`config.mk`:
```
export PLATFORM = sky130hd
export DESIGN_NAME = chip_prog_rx
export DESIGN_NICKNAME = d
export VERILOG_FILES = /design/src/rtl/chip_prog_rx.sv
export SDC_FILE = /design/constraint.sdc
export NUM_CORES = 1
export LEC_CHECK = 0
export CORE_ASPECT_RATIO = 1.75
export CORE_MARGIN = 2
export CORE_UTILIZATION = 49
export DETAILED_ROUTE_END_ITERATION = 16
export PLACE_DENSITY = 0.78
export SYNTH_ARGS = -nofsm -noshare
export SYNTH_HDL_FRONTEND = slang
export SYNTH_SLANG_ARGS = --single-unit
```
`constraint.sdc`:
```
create_clock -name i_mainclk -period 1.98 [get_ports i_mainclk]
set_input_delay 0.297 -clock i_mainclk [delete_from_list [all_inputs] [get_ports i_mainclk]]
set_output_delay 0.297 -clock i_mainclk [all_outputs]
set_load 0.005 [all_outputs]
```
`src/rtl/chip_prog_rx.sv`:
```
// Chip-side serial programming receiver: oversamples sclk/sdin, shifts in a
// 5-bit word and latches gains A1/A2, then holds them until reset.
module chip_prog_rx #(
  parameter int unsigned TIMEOUT_CYC = 64,
  parameter int unsigned SYNC_STAGES = 2
) (
  input  logic       i_mainclk,
  input  logic       i_resetAll,
  input  logic       i_sclk,
  input  logic       i_sdin,
  output logic [1:0] o_gainA1,
  output logic [2:0] o_gainA2,
  output logic       o_ready,
  output logic       o_frame_err
);

  localparam int unsigned CW = (TIMEOUT_CYC > 1) ? $clog2(TIMEOUT_CYC) : 1;
  localparam logic [CW-1:0] TO_MAX = CW'(TIMEOUT_CYC - 1);

  typedef enum logic [1:0] {
    S_IDLE  = 2'b00,
    S_SHIFT = 2'b01,
    S_DONE  = 2'b10
  } state_t;

  state_t state, state_next;

  logic [SYNC_STAGES-1:0] sclk_sync;
  logic [SYNC_STAGES-1:0] sdin_sync;
  logic                   sclk_prev;
  logic                   sclk_s;
  logic                   sdin_s;
  logic                   rise;
  logic                   fall;

  logic [4:0]    shreg;
  logic [2:0]    bitcnt;
  logic [CW-1:0] tcnt;

  logic start;
  logic do_shift;
  logic abort;

  assign sclk_s = sclk_sync[SYNC_STAGES-1];
  assign sdin_s = sdin_sync[SYNC_STAGES-1];
  assign rise   = sclk_s & ~sclk_prev;
  assign fall   = ~sclk_s & sclk_prev;

  always_ff @(posedge i_mainclk) begin
    if (i_resetAll) state <= S_IDLE;
    else            state <= state_next;
  end

  always_comb begin
    state_next = state;
    start      = 1'b0;
    do_shift   = 1'b0;
    abort      = 1'b0;
    case (state)
      S_IDLE: begin
        if (fall) begin
          state_next = S_SHIFT;
          start      = 1'b1;
        end
      end
      S_SHIFT: begin
        if (rise) begin
          do_shift = 1'b1;
          if (bitcnt == 3'd4) state_next = S_DONE;
        end
        // An edge in the timeout cycle wins over the abort.
        if (!(rise || fall) && tcnt == TO_MAX) begin
          abort      = 1'b1;
          state_next = S_IDLE;
        end
      end
      S_DONE:  state_next = S_DONE;
      default: state_next = S_IDLE;
    endcase
  end

  always_ff @(posedge i_mainclk) begin
    if (i_resetAll) begin
      sclk_sync   <= '1;
      sdin_sync   <= '0;
      sclk_prev   <= 1'b1;
      shreg       <= '0;
      bitcnt      <= '0;
      tcnt        <= '0;
      o_gainA1    <= '0;
      o_gainA2    <= '0;
      o_ready     <= 1'b0;
      o_frame_err <= 1'b0;
    end else begin
      sclk_sync <= {sclk_sync[SYNC_STAGES-2:0], i_sclk};
      sdin_sync <= {sdin_sync[SYNC_STAGES-2:0], i_sdin};
      sclk_prev <= sclk_s;

      if (start) begin
        bitcnt <= '0;
        tcnt   <= '0;
      end else if (state == S_SHIFT) begin
        if (rise || fall)    tcnt <= '0;
        else if (tcnt != TO_MAX) tcnt <= tcnt + CW'(1);
      end

      if (do_shift) begin
        shreg  <= {sdin_s, shreg[4:1]};
        bitcnt <= bitcnt + 3'd1;
      end

      if (abort) begin
        shreg       <= '0;
        bitcnt      <= '0;
        o_frame_err <= 1'b1;
      end

      // Outputs are loaded one cycle after entering S_DONE, when shreg
      // already holds the final bit.
      if (state == S_DONE && !o_ready) begin
        o_gainA1    <= shreg[1:0];
        o_gainA2    <= shreg[4:2];
        o_ready     <= 1'b1;
        o_frame_err <= 1'b0;
      end
    end
  end

endmodule

```
== After elaboration in Yosys (flattened, before gate mapping) ==
Cells that the tools add are included.

* Bits in registers: 28
* Output and inout port bits: 7

* Add/sub/neg operators: 2
* Equality and inequality tests: 8
* Multiplexer cells: 15
* Bitwise gates (word level): 4
* Reduce and logical (&&, ||, !) cells: 13

{| class="wikitable"
|+ Operators by type and width
! kind !! number
|-
| $mux W6 || 2
|-
| $mux W2 || 4
|-
| $add A6 B1 Y6 const B || 1
|-
| $eq A6 B6 Y1 const B || 1
|-
| $mux W1 || 6
|-
| $mux W3 || 2
|-
| $ne A3 B3 Y1 const B || 2
|-
| $ne A6 B6 Y1 const B || 1
|-
| $pmux W2 S3 || 1
|-
| $reduce_or A2 Y1 || 3
|-
| $reduce_bool A2 Y1 || 2
|-
| $add A3 B1 Y3 const B || 1
|-
| $eq A3 B3 Y1 const B || 1
|-
| $reduce_and A3 Y1 || 1
|-
| $and A1 B1 Y1 || 2
|-
| $eq A2 B1 Y1 const B || 1
|-
| $eq A2 B2 Y1 const B || 1
|-
| $logic_and A1 B1 Y1 || 2
|-
| $logic_not A1 Y1 || 2
|-
| $logic_not A2 Y1 || 1
|-
| $ne A2 B2 Y1 const B || 1
|-
| $not A1 Y1 || 2
|-
| $reduce_and A2 Y1 || 1
|-
| $logic_or A1 B1 Y1 || 1
|}

== Depth between registers and ports, before layout ==
* Word-level depth: 8
* Depth in mapped cells: 5
* Depth with buffers taken out: 5

== Least setup slack after synthesis ==
No wires, ideal clock.

* Kind: register to register
* Start point: reg sclk_sync[1]
* End point: reg bitcnt[0]
* Setup time: 136 ps
* Arrival time: 1,283 ps
* Setup slack: 561 ps
* Stages on the path, launching flop included: 6
* Path buffers: 0
* Cell sequence: dfxtp_1 > inv_1 > ha_1 > nand3_2 > o31ai_4 > o32ai_1

* Cells in the longest elaborated chain, start to end: 8
* Elaborated cells on any way between the ends: 15

{| class="wikitable"
|+ RTL lines
! element !! line !! source
|-
| start, declared || 28 || <nowiki>logic [SYNC_STAGES-1:0] sclk_sync;</nowiki>
|-
| start signal, assigned || 95 || <nowiki>sclk_sync <= {sclk_sync[SYNC_STAGES-2:0], i_sclk};</nowiki>
|-
| $not A1 Y1 || 47 || <nowiki>assign fall = ~sclk_s & sclk_prev;</nowiki>
|-
| $and A1 B1 Y1 || 47 ||
|-
| $logic_or A1 B1 Y1 || 72 || <nowiki>if (!(rise || fall) && tcnt == TO_MAX) begin</nowiki>
|-
| $logic_not A1 Y1 || 72 ||
|-
| $logic_and A1 B1 Y1 || 72 ||
|-
| $mux W1 || 72 ||
|-
| $mux W1 || 59 || <nowiki>case (state)</nowiki>
|-
| $reduce_or A2 Y1 (no line) || n/a ||
|-
| end signal, assigned || 109 || <nowiki>bitcnt <= bitcnt + 3'd1;</nowiki>
|-
| end, declared || 37 || <nowiki>logic [2:0] bitcnt;</nowiki>
|}

Several ways; a longest one is shown, not always the timed one.
A chain may end at the register's enable or synchronous reset.

== Final worst setup path ==
Same ends and word-level chain as after synthesis.

==> impl_metrics.env <==
export IMPL_setup_viol=0
export IMPL_path_cells="inv_1 -> ha_1 -> nand3_2 -> o31ai_4 -> o32ai_1"
export IMPL_switching_share_pct=19.4
export IMPL_crit_start="sclk_sync[1]$_SDFF_PP1_"
export IMPL_grt_start_max_net_pins=17
export IMPL_critPathBufInv=1
export IMPL_status="finished, final reports clean"
export IMPL_fmax_mhz=598
export IMPL_synth_edff_count=0
export IMPL_cts_sinks=28
export IMPL_p_comb_share_pct=4.7
export IMPL_cp_slowest_stage_delay_ns=0.38
export IMPL_core_area_mm2=0.00252
export IMPL_gp_congestion=0.890
export IMPL_n_antenna_cell=0
export IMPL_ctsLongestPathBuffers=2
export IMPL_peakVddDrop_mv=0.711
export IMPL_skew_ns=0.00123
export IMPL_ys_async_sr_fraction_pct=0
export IMPL_overflow=0
export IMPL_numCtsBuffers=3
export IMPL_crit_type="register to register"
export IMPL_tightest_slew_ns=0.460
export IMPL_yosysWarningCount=0
export IMPL_yosys_top_cells_area="dfxtp_1 43%, mux2i_1 5.3%, ha_1 4.8%"
export IMPL_die_w_um=43.1
export IMPL_grt_pass1_wl_um=4280
export IMPL_cp_required_ns=2.13
export IMPL_synth_top_area_cell="dfxtp_1"
export IMPL_seq_area_frac_synth_pct=42.8
export IMPL_io_buffers=10
export IMPL_utilization_pct=59.1
export IMPL_r2r_start="sclk_sync[1]$_SDFF_PP1_"
export IMPL_grt_usage_pct=17.7
export IMPL_pwr_share_seq_pct=53.7
export IMPL_maxCapViolCount=0
export IMPL_final_common_cell="dfxtp_1"
export IMPL_cts_setup_buffers=0
export IMPL_drtPass1Iterations=4
export IMPL_cp_start_kind="register"
export IMPL_die_area_mm2=0.00312
export IMPL_crit_fanout=7
export IMPL_die_h_um=72.4
export IMPL_postLayoutCellArea_mm2=0.00149
export IMPL_maxSlewViolCount=0
export IMPL_finalCritPeriodShare_pct=84.5
export IMPL_yosysTopAreaCellShare_pct=42.8
export IMPL_hp_start="sclk_sync[0]$_SDFF_PP1_"
export IMPL_final_cell_mix="28 x dfxtp_1, 10 x clkdlybuf4s50_1, 7 x inv_1, 7 x mux2i_1, 6 x nand2b_1"
export IMPL_rows=24
export IMPL_power_density_mw_per_mm2=720
export IMPL_ctsResizeCount=0
export IMPL_clkTransAtPathRegs_ns=0.09
export IMPL_postRouteAntennaNets=0
export IMPL_setup_tns_ns=0
export IMPL_hold_viol_final=0
export IMPL_ioPinCount=11
export IMPL_viasPerCell=6.11
export IMPL_place_ws_ns=0.369
export IMPL_place_hpwl_um=1870
export IMPL_placed_area_mm2=0.00142
export IMPL_num_vias=1002
export IMPL_worst_slack_ns=0.307
export IMPL_cp_end_kind="register"
export IMPL_power_internal_mw=0.864
export IMPL_dr_first_iter_drc_count=18
export IMPL_synth_fp_nets=137
export IMPL_antenna_found_initial=0
export IMPL_initial_core_util_pct=51.9
export IMPL_clock_latency_ns=0.27
export IMPL_drive_gt1_share_pct=12.3
export IMPL_period_minus_slack_ns=1.67
export IMPL_drcViolationCount=0
export IMPL_slew_headroom_pct=69.3
export IMPL_area_growth_syn_to_layout_pct=13.8
export IMPL_syn_inst=128
export IMPL_final_nets=148
export IMPL_ys_flop_type="dfxtp_1"
export IMPL_crit_path_top_delay_cell="o31ai_4"
export IMPL_cts_hold_buf=0
export IMPL_tritoncts="yes"
export IMPL_wire_per_inst_um=15.8
export IMPL_crit_family="compound AO/OA/AOI/OAI gates"
export IMPL_grt_pass1_vias=979
export IMPL_routed_wl_um=2600
export IMPL_clkPwrFrac_pct=41.6
export IMPL_min_path_type="register to register"
export IMPL_ys_ff_latch=28
export IMPL_fillCellCount=223
export IMPL_rsz0062_at_grt="false"
export IMPL_synth_area_per_cell_um2=10.2
export IMPL_cts_htree_levels=1
export IMPL_arrival_ns=1.82
export IMPL_syn_area_mm2=0.00131
export IMPL_total_power_mw=1.07
export IMPL_p_sw_mw=0.208
export IMPL_p_leak_nw=0.532
export IMPL_ys_types=45
export IMPL_cts_root_buf="clkbuf_8"
[power groups by stage]
stage | registers, mW | clock network [mW] | logic [mW]
finish | 0.576 | 0.446 | 0.0505
global route | 0.577 | 0.470 | 0.0552
CTS | 0.576 | 0.452 | 0.0512
detailed placement | 0.589 | 0 | 0.0496
global placement | 0.589 | 0 | 0.0485
floorplan | 0.585 | 0 | 0.0381
[worst paths after layout]
path | end | slack (ns) | depth (start not counted)
max | bitcnt[0]$_SDFFE_PP0P_ | 0.31 | 5
max reg2reg | bitcnt[0]$_SDFFE_PP0P_ | 0.31 | 5
min reg2reg | sclk_sync[1]$_SDFF_PP1_ | 0.43 | 1
min | sclk_sync[1]$_SDFF_PP1_ | 0.43 | 1
[stage by stage]
stage | instances | hold WS, ns
floorplan | 128 | 0.389
global placement | 160 | 0.404
detailed placement | 160 | 0.404
CTS | 164 | 0.433
global route | 164 | 0.443
finish | 164 | 0.428
[layer usage]
layer  vias up  part of all wire, %  track usage, %
li1        492                    -               -
met1       494                   42            20.5
met2        10                   56            32.7
met3         6                  1.1           0.746
met4         0                  1.3            7.41
met5         -                    0               0
[cell usage after synthesis, types with 2 or more instances]
cell / n
nor2_1: 5
nand3_2: 2
and4_1: 2
nor3_1: 3
o21bai_1: 2
clkbuf_1: 3
nand2b_1: 6
dfxtp_1: 28
and3_1: 2
nand3b_1: 4
a21oi_1: 4
inv_1: 7
nand2_1: 2
o32ai_1: 3
a211oi_1: 5
o22ai_1: 3
o21ai_0: 2
mux2i_1: 7
a21boi_0: 2
ha_1: 5
a41oi_1: 2
or2_2: 3
nor2b_1: 3
buf_6: 2
[layout make-up]
class                      count  area, um^2  area share [%]
clock buffer                   3        41.3            2.77
sequential                    28         561            37.6
multi-input combinational     87         684            45.9
inverter                       7        26.3            1.76
tap                           26        32.5            2.18
timing repair buffer          12         115            7.72
clock inverter                 1        30.0            2.02
[registers in the layout, indices dropped and copies added, names as in the netlist]
signal,cells
bitcnt,3
o_frame_err,1
o_gainA1,2
o_gainA2,3
o_ready,1
sclk_prev,1
sclk_sync,2
sdin_sync,2
shreg,5
state,2
tcnt,6
[logic make-up (layout without fill, tap and decap cells)]
kind of cell | after synthesis | count (layout) | synth area share, %
and+or+nand+nor | 43 | 43 | 23.3
adders and majority gates | 5 | 5 | 4.78
buffers and inverters | 13 | 23 | 4.97
DFF | 28 | 28 | 42.8
muxes | 7 | 7 | 5.35
AOI/OAI and AO/OA | 32 | 32 | 18.8
Power figures use the tool's default switching activity.
